**src/rtl/uart_tx_mmap.sv**
```systemverilog
`timescale 1ns/1ps
`default_nettype none
// ============================================================================
//  Module   : uart_tx_mmap
//  Purpose  : Memory-mapped UART transmitter. Bytes written to TXDATA enter a
//             small FIFO. A bit-serial FSM sends each byte as a start bit,
//             eight data bits (LSB first), an optional even-parity bit and a
//             stop bit, each held for DIVISOR clock cycles.
//  Ports    : clk   - system clock, all state changes on the rising edge
//             reset - synchronous, active-high reset
//             re    - bus read strobe (reads have no side effects)
//             rd    - bus read data, combinational from addr
//             we    - bus write strobe
//             wd    - bus write data
//             addr  - word address, only addr[3:2] decoded
//             tx    - serial output, idle high
//  Register map (addr[3:2]):
//             0 TXDATA  : write pushes wd[7:0], reads 0
//             1 STATUS  : {parity_en, overflow, busy, empty, full}, write clears overflow
//             2 DIVISOR : clk cycles per bit in [15:0], 0 behaves as 1
//             3 reserved: reads 0, writes ignored
//  Options  : define UART_TX_PARITY_EN to insert an even-parity bit
//  Revision : 1.0 - initial release
// ============================================================================
module uart_tx_mmap #(
    parameter int          DEPTH     = 4,
    parameter logic [15:0] DIV_RESET = 16'd868
) (
    input  logic        clk,
    input  logic        reset,
    input  logic        re,
    output logic [31:0] rd,
    input  logic        we,
    input  logic [31:0] wd,
    input  logic [31:2] addr,
    output logic        tx
);

    localparam int         AW           = $clog2(DEPTH);
    localparam logic [1:0] C_REG_TXDATA = 2'd0;
    localparam logic [1:0] C_REG_STATUS = 2'd1;
    localparam logic [1:0] C_REG_DIV    = 2'd2;

`ifdef UART_TX_PARITY_EN
    localparam logic       C_PARITY_EN  = 1'b1;
`else
    localparam logic       C_PARITY_EN  = 1'b0;
`endif

    typedef enum logic [2:0] {
        S_IDLE   = 3'd0,
        S_START  = 3'd1,
        S_DATA   = 3'd2,
        S_STOP   = 3'd3
`ifdef UART_TX_PARITY_EN
        , S_PARITY = 3'd4
`endif
    } state_t;

    // ------------------------------------------------------------------------
    // State
    // ------------------------------------------------------------------------
    state_t         state_q,    state_d;
    logic           tx_q,       tx_d;
    logic [7:0]     shift_q,    shift_d;
    logic [15:0]    cnt_q,      cnt_d;      // cycles left in current bit
    logic [15:0]    reload_q,   reload_d;   // divisor latched for this frame
    logic [2:0]     bit_idx_q,  bit_idx_d;
    logic [15:0]    div_q,      div_d;
    logic           ovf_q,      ovf_d;
    logic [AW:0]    wr_ptr_q,   wr_ptr_d;
    logic [AW:0]    rd_ptr_q,   rd_ptr_d;
    logic [7:0]     mem_q [DEPTH];
`ifdef UART_TX_PARITY_EN
    logic           parity_q,   parity_d;
`endif

    // ------------------------------------------------------------------------
    // Decode and FIFO flags
    // ------------------------------------------------------------------------
    logic [1:0]  w_sel;
    logic        w_full;
    logic        w_empty;
    logic        w_txdata_wr;
    logic        w_push;
    logic        w_pop;
    logic        w_busy;
    logic [15:0] w_div_eff;
    logic [7:0]  w_head;
    logic        w_unused;

    assign w_sel       = addr[3:2];
    // The extra pointer MSB separates "wrapped once" (full) from "equal" (empty).
    assign w_full      = (wr_ptr_q[AW] != rd_ptr_q[AW]) &&
                         (wr_ptr_q[AW-1:0] == rd_ptr_q[AW-1:0]);
    assign w_empty     = (wr_ptr_q == rd_ptr_q);
    assign w_txdata_wr = we && (w_sel == C_REG_TXDATA);
    // Fullness is judged before any same-cycle pop, so a push into a full FIFO
    // is always dropped.
    assign w_push      = w_txdata_wr && !w_full;
    assign w_pop       = (state_q == S_IDLE) && !w_empty;
    assign w_busy      = (state_q != S_IDLE);
    assign w_div_eff   = (div_q == 16'd0) ? 16'd1 : div_q;
    assign w_head      = mem_q[rd_ptr_q[AW-1:0]];

    // Bus inputs that carry no information for this block.
    assign w_unused    = ^{re, addr[31:4], wd[31:16]};

    // ------------------------------------------------------------------------
    // Next-state logic
    // ------------------------------------------------------------------------
    always_comb begin
        state_d   = state_q;
        tx_d      = tx_q;
        shift_d   = shift_q;
        cnt_d     = cnt_q;
        reload_d  = reload_q;
        bit_idx_d = bit_idx_q;
        div_d     = div_q;
        ovf_d     = ovf_q;
        wr_ptr_d  = wr_ptr_q + {{AW{1'b0}}, w_push};
        rd_ptr_d  = rd_ptr_q + {{AW{1'b0}}, w_pop};
`ifdef UART_TX_PARITY_EN
        parity_d  = parity_q;
`endif

        // Register writes
        if (we && (w_sel == C_REG_STATUS)) begin
            ovf_d = 1'b0;
        end else if (w_txdata_wr && w_full) begin
            ovf_d = 1'b1;
        end
        if (we && (w_sel == C_REG_DIV)) begin
            div_d = wd[15:0];
        end

        // Transmit FSM. tx_d is the level for the next cycle, so every
        // transition also sets the line level of the state being entered.
        case (state_q)
            S_IDLE: begin
                tx_d = 1'b1;
                if (w_pop) begin
                    shift_d   = w_head;
                    reload_d  = w_div_eff;
                    cnt_d     = w_div_eff - 16'd1;
                    bit_idx_d = 3'd0;
`ifdef UART_TX_PARITY_EN
                    parity_d  = ^w_head;
`endif
                    tx_d      = 1'b0;
                    state_d   = S_START;
                end
            end
            S_START: begin
                if (cnt_q == 16'd0) begin
                    cnt_d   = reload_q - 16'd1;
                    tx_d    = shift_q[0];
                    state_d = S_DATA;
                end else begin
                    cnt_d = cnt_q - 16'd1;
                end
            end
            S_DATA: begin
                if (cnt_q == 16'd0) begin
                    cnt_d = reload_q - 16'd1;
                    if (bit_idx_q == 3'd7) begin
`ifdef UART_TX_PARITY_EN
                        tx_d    = parity_q;
                        state_d = S_PARITY;
`else
                        tx_d    = 1'b1;
                        state_d = S_STOP;
`endif
                    end else begin
                        bit_idx_d = bit_idx_q + 3'd1;
                        shift_d   = {1'b0, shift_q[7:1]};
                        tx_d      = shift_q[1];
                    end
                end else begin
                    cnt_d = cnt_q - 16'd1;
                end
            end
`ifdef UART_TX_PARITY_EN
            S_PARITY: begin
                if (cnt_q == 16'd0) begin
                    cnt_d   = reload_q - 16'd1;
                    tx_d    = 1'b1;
                    state_d = S_STOP;
                end else begin
                    cnt_d = cnt_q - 16'd1;
                end
            end
`endif
            S_STOP: begin
                // Returning to IDLE costs one high cycle before the next pop.
                if (cnt_q == 16'd0) begin
                    tx_d    = 1'b1;
                    state_d = S_IDLE;
                end else begin
                    cnt_d = cnt_q - 16'd1;
                end
            end
            default: begin
                tx_d    = 1'b1;
                state_d = S_IDLE;
            end
        endcase
    end

    // ------------------------------------------------------------------------
    // Registers
    // ------------------------------------------------------------------------
    always_ff @(posedge clk) begin
        if (reset) begin
            state_q   <= S_IDLE;
            tx_q      <= 1'b1;
            shift_q   <= 8'd0;
            cnt_q     <= 16'd0;
            reload_q  <= 16'd0;
            bit_idx_q <= 3'd0;
            div_q     <= DIV_RESET;
            ovf_q     <= 1'b0;
            wr_ptr_q  <= '0;
            rd_ptr_q  <= '0;
`ifdef UART_TX_PARITY_EN
            parity_q  <= 1'b0;
`endif
        end else begin
            state_q   <= state_d;
            tx_q      <= tx_d;
            shift_q   <= shift_d;
            cnt_q     <= cnt_d;
            reload_q  <= reload_d;
            bit_idx_q <= bit_idx_d;
            div_q     <= div_d;
            ovf_q     <= ovf_d;
            wr_ptr_q  <= wr_ptr_d;
            rd_ptr_q  <= rd_ptr_d;
`ifdef UART_TX_PARITY_EN
            parity_q  <= parity_d;
`endif
        end
    end

    // FIFO storage needs no reset: the pointers define what is valid.
    always_ff @(posedge clk) begin
        if (!reset && w_push) begin
            mem_q[wr_ptr_q[AW-1:0]] <= wd[7:0];
        end
    end

    // ------------------------------------------------------------------------
    // Read mux and outputs
    // ------------------------------------------------------------------------
    always_comb begin
        rd = 32'd0;
        case (w_sel)
            C_REG_STATUS: rd = {27'd0, C_PARITY_EN, ovf_q, w_busy, w_empty, w_full};
            C_REG_DIV:    rd = {16'd0, div_q};
            default:      rd = 32'd0;
        endcase
    end

    assign tx = tx_q;

endmodule
`default_nettype wire

```
**config.mk**
```make
export PLATFORM = sky130hd
export DESIGN_NAME = uart_tx_mmap
export DESIGN_NICKNAME = d
export VERILOG_FILES = /design/src/rtl/uart_tx_mmap.sv
export SDC_FILE = /design/constraint.sdc
export NUM_CORES = 1
export LEC_CHECK = 0
export ABC_AREA = 1
export CORE_MARGIN = 5
export CORE_UTILIZATION = 58
export DETAILED_ROUTE_END_ITERATION = 12
export PLACE_DENSITY = 0.86
export SYNTH_ARGS = -nofsm -noshare
export SYNTH_HDL_FRONTEND = slang
export SYNTH_SLANG_ARGS = --single-unit
```
**constraint.sdc**
```tcl
create_clock -name clk -period 4.2 [get_ports clk]
set_input_delay 0.63 -clock clk [delete_from_list [all_inputs] [get_ports clk]]
set_output_delay 0.63 -clock clk [all_outputs]
set_load 0.01 [all_outputs]
```
# Yosys cells after proc, flatten, opt, wreduce, memory -nomap -nowiden
# Memories as Yosys holds them, arrays and structs flattened. A register that Yosys moved wholly into a read port is not among the register bits.
# Cells that the tools add are included.
# totals
reg_bits,70
ram_bits,32
input_bits,66
output_inout_bits,33
memories,1
# mem_list
name,words,word_bits,rd,rd_clocked_by_memory_dff,write_ports,line,source
mem_q,4,8,1,1,1,73,logic [7:0] mem_q [DEPTH];
# classes
n_addsub,6
eq_ne,16
muxes,29
reduce_logical,25
# op_table
operator,n
$mux W16,4
$pmux W16 S3,1
$sub A16 B1 Y16 const B,3
$logic_not A16 Y1,2
$pmux W16 S2,1
$mux W3,8
$mux W8,3
$pmux W8 S2,1
$ne A2 B2 Y1 const B,7
$pmux W3 S4,1
$logic_and A1 B1 Y1,8
$mux W1,7
$add A3 B1 Y3,2
$eq A3 B2 Y1 const B,2
$pmux W3 S2,1
$reduce_and A3 Y1,2
$reduce_bool A3 Y1,2
$reduce_and A5 Y1,1
$pmux W1 S4,1
$reduce_and A4 Y1,1
$reduce_or A2 Y1,2
$add A3 B1 Y3 const B,1
$eq A3 B1 Y1 const B,1
$eq A3 B3 Y1,1
other kinds (11),13

# Depth between registers and ports, before layout
# Gate-level depths: netlist of run 1.
# depth
word_depth,7
mapped_depth,15

# Worst setup path after synthesis of run 1
# Ideal clock, no wire load.
# synth_timing
path_type,input -> output
start,input port addr[2] (netlist bit)
end,output port rd[10]
arrival_time_ns,1.491
path_slack_ns,2.079
cell_stages,6
path_buffers,2
cell_sequence,inv_1 -> ha_1 -> clkbuf_1 -> clkbuf_1 -> nand2_1 -> inv_1
# synth_between
elab_chain_len,2
word_cells_on_any_way,3
cone_classes,eq/ne: 2; mux: 1
# synth_rtl
item,line,source
start: declaration,35,"input logic [31:2] addr,"
$eq A2 B2 Y1 or $eq A2 B1 Y1 (tied branches),257,case (w_sel)
$pmux W16 S2 (*),257,
end: declaration,32,"output logic [31:0] rd,"
# Every way passes the cells marked *; elsewhere a longest branch is shown, timed or not.

# Final worst setup path of run 1
# layout_timing
start,input port addr[2] (netlist bit)
end,output port rd[3]
# Same word-level chain as after synthesis.

==> flow_metrics.py, run 1 <==
metrics = {
    "outcome": {
        "status": "finished clean",
    },
    "synth": {
        "ys_seq_area_share_pct": 40.3,
        "syn_inst": 821,
        "synth.avg_cell_area_um2": 7.08,
        "synth-async-reset-ratio_pct": 0,
        "yosys_warnings": 0,
        "synth_cell_types": 36,
        "ys_dominant_reg_cell": "dfxtp_1",
        "yosys-top-cells-count": "nand2_1 (196), nor2_1 (97), inv_1 (88)",
        "netlist_area_mm2": 0.00581,
        "synthTopCellsByArea": "dfxtp_1 (24%), edfxtp_1 (17%), nand2_1 (13%)",
        "yosys.area.top_type_share_pct": 23.8,
        "synth_top_area_cell": "dfxtp_1",
        "synth-seq-cells": 101,
        "synth_edf_count": 32,
        "synth_most_common_cell": "nand2_1",
    },
    "worst_setup_path": {
        "rrSetupSlack_ps": 1580,
        "critPathRequiredTime_ps": 3570,
        "crit_type": "in -> out",
        "cp_top_family": "buffers and inverters",
        "cpPeakStageDelay_ps": 580,
        "cpMostUsedCell": "clkdlybuf4s50_1",
        "worstPathCellList": "clkdlybuf4s50_1 > inv_1 > ha_1 > nand2_1 > a21oi_1 > clkdlybuf4s50_1",
        "arrival_ps": 2660,
        "path_buf_inv": 3,
        "startpoint_type": "primary input",
        "cp_max_fo": 17,
        "crit_slowest_cell": "clkdlybuf4s50_1",
        "endpoint_kind": "output port",
    },
    "floorplanning": {
        "io_pins": 99,
        "initial_core_util_pct": 59.5,
        "dieArea_mm2": 0.0121,
        "die_h_um": 110,
        "num_rows": 36,
        "dieWidth_um": 110,
        "core_mm2": 0.00977,
    },
    "sta": {
        "finalClockSkew_ps": 16.7,
        "rsz0062_at_grt": "false",
        "fin_crit_sh_pct": 78.3,
        "finalSetupViolCount": 0,
        "setup_tns_ps": 0,
        "slew_viol_final": 0,
        "worstMarginPinSlew_ps": 736,
        "finalHoldViolCount": 0,
        "max_freq_ghz": 0.304,
        "holdWs_ps": 461,
        "timing.slew.headroom_pct": 50.9,
        "final.min_clock_period_ps": 3290,
    },
    "pwr": {
        "leakage_nw": 2.78,
        "combPwrFrac_pct": 53.3,
        "peakVddDrop_mv": 0.388,
        "p_sw_mw": 2.13,
        "power.density_mw_per_mm2": 679,
        "p_int_mw": 2.22,
        "switching_share_pct": 49.0,
        "clkPwrFrac_pct": 15.0,
        "seq_power_share_pct": 31.8,
    },
    "global_route": {
        "grt_pass1_wl_um": 23200,
        "grtUsageTotal_pct": 24.3,
        "grt_pass1_vias": 4874,
        "grt_max_degree": 48,
        "antenna_found_initial": 0,
        "overflow": 0,
    },
    "hold_path": {
        "min_path_type": "reg -> reg",
    },
    "final_layout": {
        "syn2layout_area_growth_pct": 10.3,
        "drive_above_1_share_pct": 5.18,
        "nets": 926,
        "num_antenna_cells": 0,
    },
    "detailed_routing": {
        "num_vias": 5314,
        "postRouteWirelength_um": 14000,
        "vias_per_cell": 5.41,
        "wl_per_cell_um": 14.3,
        "drt_iter0_markers": 456,
        "ant_nets": 0,
        "drc": 0,
        "dr.pass1.iters": 5,
    },
    "clock_tree": {
        "cts_resized": 0,
        "root_buffer": "clkbuf_8",
        "clkTransAtPathRegs_ps": 110,
        "clock_sinks": 101,
        "htree_levels": 3,
        "cts_inserted_buffers": 9,
        "cts_max_path_buffers": 2,
        "cts_tree": "done",
        "cts_setup_buffers": 0,
        "cts-hold-fix-buffers": 0,
        "clk_latency_ps": 380,
    },
    "placement": {
        "place_congestion": 0.946,
        "port_buffers": 37,
        "dp_hpwl_um": 9760,
    },
    "run": {
        "drv_cap": 0,
    },
}
## metrics by stage
| step | cells | worst slack [ps] | power (mW) | cell area (um2) | util, % |
|---|---|---|---|---|---|
| 2_1_floorplan | 836 | 2080 | 3.22 | 5870 | - |
| 3_3_place_gp | 966 | 910 | 3.62 | 6190 | 63.4 |
| 3_5_place_dp | 966 | 897 | 3.65 | 6190 | 63.4 |
| 5_1_grt | 982 | 764 | 4.74 | 6410 | 65.6 |
| 4_1_cts | 982 | 896 | 4.31 | 6410 | 65.6 |
| 6_report | 982 | 911 | 4.35 | 6410 | 65.6 |
## power by group through the flow
stage	combinational, mW	sequential, mW	clock, mW
2_1_floorplan	1.88	1.34	0
3_3_place_gp	2.23	1.39	0
3_5_place_dp	2.26	1.39	0
4_1_cts	2.28	1.38	0.654
5_1_grt	2.63	1.41	0.700
6_report	2.32	1.38	0.651
## sequential cells by signal (all words and copies together), names as in the netlist
register   cells
mem_q         32
cnt_q         16
div_q         16
reload_q      16
shift_q        8
bit_idx_q      3
rd_ptr_q       3
wr_ptr_q       3
state_q        2
ovf_q          1
tx             1
## logic make-up (layout without fill, tap and decap cells)
logic type	Yosys count	count (layout)	share of synthesized area [%]
xor+xnor	23	23	3.85
compound gates	169	169	15.2
fa+ha+maj	16	16	3.44
flops	101	101	40.3
other cells	1	16	0.0645
buf+inv	138	151	10.4
simple gates	373	373	26.7
## path summary, 6_finish.rpt
kind,startpoint,endpoint,depth (start not counted)
max,addr[2],rd[3],6
min,shift_q[4],shift_q[4],2
max reg2reg,state_q[0],cnt_q[14],8
min reg2reg,shift_q[4],shift_q[4],2
## metal layers
metal | track usage (%) | vias up | share of wire [%]
li1 | - | 2682 | -
met4 | 5.89 | 0 | 1.5
met1 | 33.8 | 2377 | 44
met3 | 4.31 | 22 | 8.7
met2 | 39.6 | 233 | 46
met5 | 0 | - | 0
## area by class of cell
cell class,instances,area (um2)
Multi-Input combinational cell,597,2920
Fill cell,845,3360
Clock inverter,7,91.3
Timing Repair Buffer,44,423
Tap cell,133,166
Clock buffer,9,124
Inverter,91,343
Sequential cell,101,2340
## placed cells by master (no fill, tap or decap), types with 2 or more instances in the layout
cell type	instances
buf_4	7
conb_1	16
edfxtp_1	32
xor2_1	11
o21ai_0	78
ha_1	16
nand4_1	6
inv_1	88
nor2_1	97
nand3_1	48
nand3b_1	4
clkinv_8	3
inv_2	2
o22ai_1	8
nor2_2	5
or2_2	3
a21oi_1	72
nor3_1	6
clkbuf_8	9
xnor2_2	3
o211ai_1	7
nand2_1	196
xnor2_1	9
dfxtp_1	69
inv_6	3
clkdlybuf4s50_1	37
nand2_2	3
a211oi_1	2
## worst reg2reg max path, stage by stage (launching register included)
cell,delay [ps]
dfxtp_1,380
ha_1,520
inv_1,310
o21ai_2,670
inv_2,320
o21ai_0,160
inv_1,60
nand2_1,60
a21oi_1,60
No activity file was read; power rests on OpenSTA's default activity.
==> run 2: changes to the inputs <==
CORE_UTILIZATION = 49   (was 58)
PLACE_DENSITY = 0.78   (was 0.86)
clock period = 3 ns   (was 4.2 ns; I/O delays follow)
==> run 2 against run 1 <==
First-iteration DRC count down 18%. Cell area up 2.1%. Non-clock buffer count up 6. Critical path depth unchanged. Cell count up 1.6%. Sequential power up 39%. Power up 47%. Largest cell class unchanged. Worst hold slack worse by 10 ps. Wire length up 2.9%. Register-to-register slack worse by 1100 ps.
==> flow_metrics.py, run 2 (synthesis gave the netlist of run 1 again) <==
metrics = {
    "placement": {
        "port_buffers": 37,
        "place_congestion": 0.902,
        "dpl.cell_count": 982,
        "placed_cell_area_mm2": 0.00625,
        "dp_hpwl_um": 10300,
    },
    "sta": {
        "rsz0062_at_grt": "false",
        "finalSetupViolCount": 0,
        "max_freq_ghz": 0.377,
        "finalHoldViolCount": 0,
        "fin_crit_sh_pct": 88.5,
        "holdWs_ps": 451,
        "setup_tns_ps": 0,
        "slew_viol_final": 0,
        "final.min_clock_period_ps": 2660,
        "finalClockSkew_ps": 11.8,
    },
    "clock_tree": {
        "cts_resized": 0,
        "root_buffer": "clkbuf_16",
        "cts_max_path_buffers": 2,
        "cts_setup_buffers": 0,
        "clk_latency_ps": 350,
        "cts-hold-fix-buffers": 0,
        "htree_levels": 3,
        "cts_tree": "done",
        "clkTransAtPathRegs_ps": 80,
        "clock_sinks": 101,
        "cts_inserted_buffers": 9,
    },
    "floorplanning": {
        "io_pins": 99,
        "dieArea_mm2": 0.0141,
        "core_mm2": 0.0115,
        "num_rows": 39,
        "initial_core_util_pct": 50.5,
        "die_h_um": 119,
        "dieWidth_um": 119,
    },
    "final_layout": {
        "final_cell_mix": "nand2_1 (196), nor2_1 (97), inv_1 (88)",
        "num_antenna_cells": 0,
        "drive_above_1_share_pct": 5.85,
        "largest_reg_flops": 32,
        "nets": 932,
        "fin_cells": 998,
        "finalInstanceArea_mm2": 0.00655,
        "finish.utilization_pct": 56.9,
        "fill_cells": 1067,
        "syn2layout_area_growth_pct": 12.7,
        "final_common_cell": "nand2_1",
    },
    "global_route": {
        "grt_max_degree": 48,
        "grt_pass1_vias": 4737,
        "antenna_found_initial": 0,
        "overflow": 0,
        "grtUsageTotal_pct": 20.2,
        "grt_pass1_wl_um": 23500,
    },
    "pwr": {
        "power.density_mw_per_mm2": 980,
        "clkPwrFrac_pct": 18.1,
        "seq_power_share_pct": 29.9,
        "switching_share_pct": 47.1,
        "peakVddDrop_mv": 0.401,
        "p_sw_mw": 3.03,
        "p_int_mw": 3.39,
        "leakage_nw": 2.85,
        "combPwrFrac_pct": 52.0,
    },
    "worst_setup_path": {
        "critPathRequiredTime_ps": 2550,
        "crit_type": "reg -> out",
        "arrival_ps": 2210,
        "reg2reg_depth": 15,
        "cp_max_fo": 11,
        "endpoint_kind": "output port",
        "startpoint_type": "flop",
    },
    "detailed_routing": {
        "drc": 0,
        "postRouteWirelength_um": 14400,
        "ant_nets": 0,
        "vias_per_cell": 5.31,
        "num_vias": 5297,
        "wl_per_cell_um": 14.4,
        "drt_iter0_markers": 372,
        "dr.pass1.iters": 5,
    },
    "hold_path": {
        "min_path_type": "reg -> reg",
        "holdPathStages": 2,
    },
    "run": {
        "drv_cap": 0,
    },
    "outcome": {
        "status": "finished clean",
    },
}
## run 2: cell count changes in the layout (fill, tap and decap cells not counted)
cell       delta
inv_8         +2
clkinv_4      +1
buf_4         +6
inv_12        -1
inv_6         -1
clkinv_8      -2
clkinv_2      +1
clkbuf_8      -9
clkbuf_16     +9
## run 2: final cells by class
class | count | area (um2) | share of cell area [%]
Sequential cell | 101 | 2340 | 35.8
Clock inverter | 7 | 70.1 | 1.07
Timing Repair Buffer | 50 | 468 | 7.15
Inverter | 91 | 343 | 5.24
Multi-Input combinational cell | 597 | 2920 | 44.6
Tap cell | 143 | 179 | 2.73
Clock buffer | 9 | 225 | 3.44
## run 2: power by group through the flow
| stage | combinational [mW] | clock [mW] | sequential, mW |
|---|---|---|---|
| CTS | 3.29 | 1.16 | 1.91 |
| global route | 3.74 | 1.22 | 1.96 |
| detailed placement | 3.24 | 0 | 1.94 |
| floorplan | 2.63 | 0 | 1.88 |
| global placement | 3.20 | 0 | 1.94 |
| finish | 3.34 | 1.16 | 1.92 |
## run 2: worst paths after layout
path / from / to / slack (ps)
max reg2reg: div_q[8] / cnt_q[14] / 500
min: shift_q[6] / shift_q[6] / 450
min reg2reg: shift_q[6] / shift_q[6] / 450
max: rd_ptr_q[1] / rd[0] / 340
## run 2: metrics by stage
stage / worst slack, ps / power (mW)
2_1_floorplan: 1070 / 4.50
3_3_place_gp: 396 / 5.14
3_5_place_dp: 376 / 5.17
4_1_cts: 365 / 6.36
5_1_grt: 224 / 6.92
6_report: 344 / 6.42
## run 2: critical path: stages (launching register included)
cell	delay [ps]
dfxtp_1	610
xnor2_2	200
nand2_1	110
nor2_1	160
nand2_1	80
a21oi_1	140
clkdlybuf4s50_1	550
## run 2: metal layers
metal	part of all wire (%)	vias to the layer above	GRT usage, %
met3	6.4	23	3.55
met4	2.0	0	6.73
met5	0	-	0
li1	-	2703	-
met1	45	2391	27.5
met2	46	180	32.6
==> run 3: changes to the inputs <==
CAP_MARGIN = 20   (was not set)
clock period = 2.2 ns   (was 3 ns; I/O delays follow)
==> run 3 against run 2 <==
Power is 38% higher. Setup slack worse by 270 ps. Largest cell class unchanged. Clock skew is 3.0 ps lower.
==> flow_metrics.py, run 3 (synthesis gave the netlist of run 1 again) <==
metrics = {
    "worst_setup_path": {
        "critPathRequiredTime_ps": 1870,
        "arrival_ps": 1790,
        "endpoint_kind": "output port",
        "reg2reg_depth": 15,
        "crit_type": "in -> out",
        "cp_max_fo": 4,
        "rrSetupSlack_ps": 150,
        "rr_endpoint": "cnt_q[14]",
        "r2r_start": "div_q[6]",
        "startpoint_type": "primary input",
    },
    "pwr": {
        "clkPwrFrac_pct": 17.9,
        "combPwrFrac_pct": 52.6,
        "power.density_mw_per_mm2": 1300,
        "p_int_mw": 4.71,
        "seq_power_share_pct": 29.4,
        "leakage_nw": 3.21,
        "peakVddDrop_mv": 0.583,
        "switching_share_pct": 46.7,
        "p_sw_mw": 4.14,
    },
    "detailed_routing": {
        "drt_iter0_markers": 403,
        "num_vias": 5428,
        "vias_per_cell": 5.30,
        "drc": 0,
        "dr.pass1.iters": 5,
        "postRouteWirelength_um": 15000,
        "wl_per_cell_um": 14.7,
        "ant_nets": 0,
    },
    "floorplanning": {
        "dieWidth_um": 119,
        "die_h_um": 119,
        "core_mm2": 0.0115,
        "initial_core_util_pct": 50.5,
        "io_pins": 99,
        "num_rows": 39,
        "dieArea_mm2": 0.0141,
    },
    "outcome": {
        "status": "finished clean",
    },
    "placement": {
        "port_buffers": 37,
        "dpl.cell_count": 1009,
        "dp_hpwl_um": 10900,
        "placed_cell_area_mm2": 0.00645,
        "place_congestion": 0.941,
    },
    "clock_tree": {
        "clkTransAtPathRegs_ps": 70,
        "clock_sinks": 101,
        "root_buffer": "clkbuf_16",
        "cts_tree": "done",
        "htree_levels": 3,
        "cts_setup_buffers": 0,
        "cts_inserted_buffers": 9,
        "clk_latency_ps": 350,
        "cts_max_path_buffers": 2,
    },
    "global_route": {
        "grtUsageMet3_pct": 3.65,
        "use_met1_pct": 27.7,
        "grt_pass1_wl_um": 24200,
        "grtUsageTotal_pct": 21.0,
        "antenna_found_initial": 0,
        "overflow": 0,
        "grt_pass1_vias": 4972,
        "grt_max_degree": 38,
        "busiest_layer": "met2",
        "met2_usage_pct": 35.6,
    },
    "sta": {
        "finalHoldViolCount": 0,
        "rsz0062_at_grt": "true",
        "finalClockSkew_ps": 8.71,
        "finalSetupViolCount": 0,
        "fin_crit_sh_pct": 96.6,
        "final.min_clock_period_ps": 2120,
        "slew_viol_final": 0,
        "max_freq_ghz": 0.471,
    },
    "final_layout": {
        "drive_above_1_share_pct": 10.3,
        "finalInstanceArea_mm2": 0.00683,
        "fill_cells": 1052,
        "final_common_cell": "nand2_1",
        "syn2layout_area_growth_pct": 17.6,
        "nets": 959,
        "fin_cells": 1025,
        "num_antenna_cells": 0,
        "final_cell_mix": "nand2_1 (195), nor2_1 (92), inv_1 (87)",
        "largest_reg_flops": 32,
    },
    "hold_path": {
        "hold_path_end": "shift_q[2]",
        "hp-start": "shift_q[2]",
        "holdPathStages": 2,
        "min_path_type": "reg -> reg",
    },
    "run": {
        "drv_cap": 0,
    },
}
==> run 3: worst max-delay path by stage <==
stage	start	to	slack, ps	cells after the start
2_1_floorplan	rd_ptr_q[0]	mem_q[0][0]	270	7
3_3_place_gp	addr[2]	rd[3]	-160	6
3_5_place_dp	addr[2]	rd[14]	-170	7
4_1_cts	addr[3]	rd[1]	-120	6
5_1_grt	div_q[12]	cnt_q[14]	-70	15
6_report	addr[3]	rd[0]	80	6
==> run 3: worst max-delay path: stages <==
cell and delay [ps]:
clkdlybuf4s50_1 540, inv_1 90, ha_1 270, inv_1 70, a21oi_1 190, dlygate4sd2_1 300
==> run 3: layout make-up <==
cell class              instances  area, um2  share of cell area (%)
multi-input cells             597       2960                    43.3
flip-flops and latches        101       2340                    34.3
repair buffers                 77        708                    10.4
inverters                      91        343                    5.02
clock buffers                   9        225                    3.30
well taps                     143        179                    2.62
clock inverters                 7       71.3                    1.04
==> run 3: layer usage <==
layer,vias up,wire (um)
met3,26,1170
li1,2749,-
met2,219,7170
met4,0,235
met5,-,0
met1,2434,6460
==> run 3: through the flow <==
stage	power (mW)	hold slack, ps	setup WS (ps)	utilization, %	TNS (ps)
2_1_floorplan	6.14	425	274	-	0
3_3_place_gp	7.09	434	-161	56.1	-2330
3_5_place_dp	7.15	440	-173	56.1	-2550
4_1_cts	8.78	452	-123	58.7	-1100
5_1_grt	9.61	476	-71.4	59.3	-94.0
6_report	8.85	451	75.4	59.3	0
==> run 3: what timing repair did <==
| action | 4_1_cts | 5_1_grt |
|---|---|---|
| pin swaps | 1 | 0 |
| hold buffers | 0 | 0 |
| resized for setup | 9 | 25 |
| gates cloned | 0 | 0 |
| endpoints found under the setup margin | 17 | 23 |
==> run 3: power by group through the flow <==
stage	Combinational (mW)	Sequential, mW	Clock, mW
3_3_place_gp	4.46	2.63	0
4_1_cts	4.59	2.60	1.59
2_1_floorplan	3.58	2.56	0
5_1_grt	5.29	2.66	1.66
3_5_place_dp	4.52	2.63	0
6_report	4.66	2.61	1.59
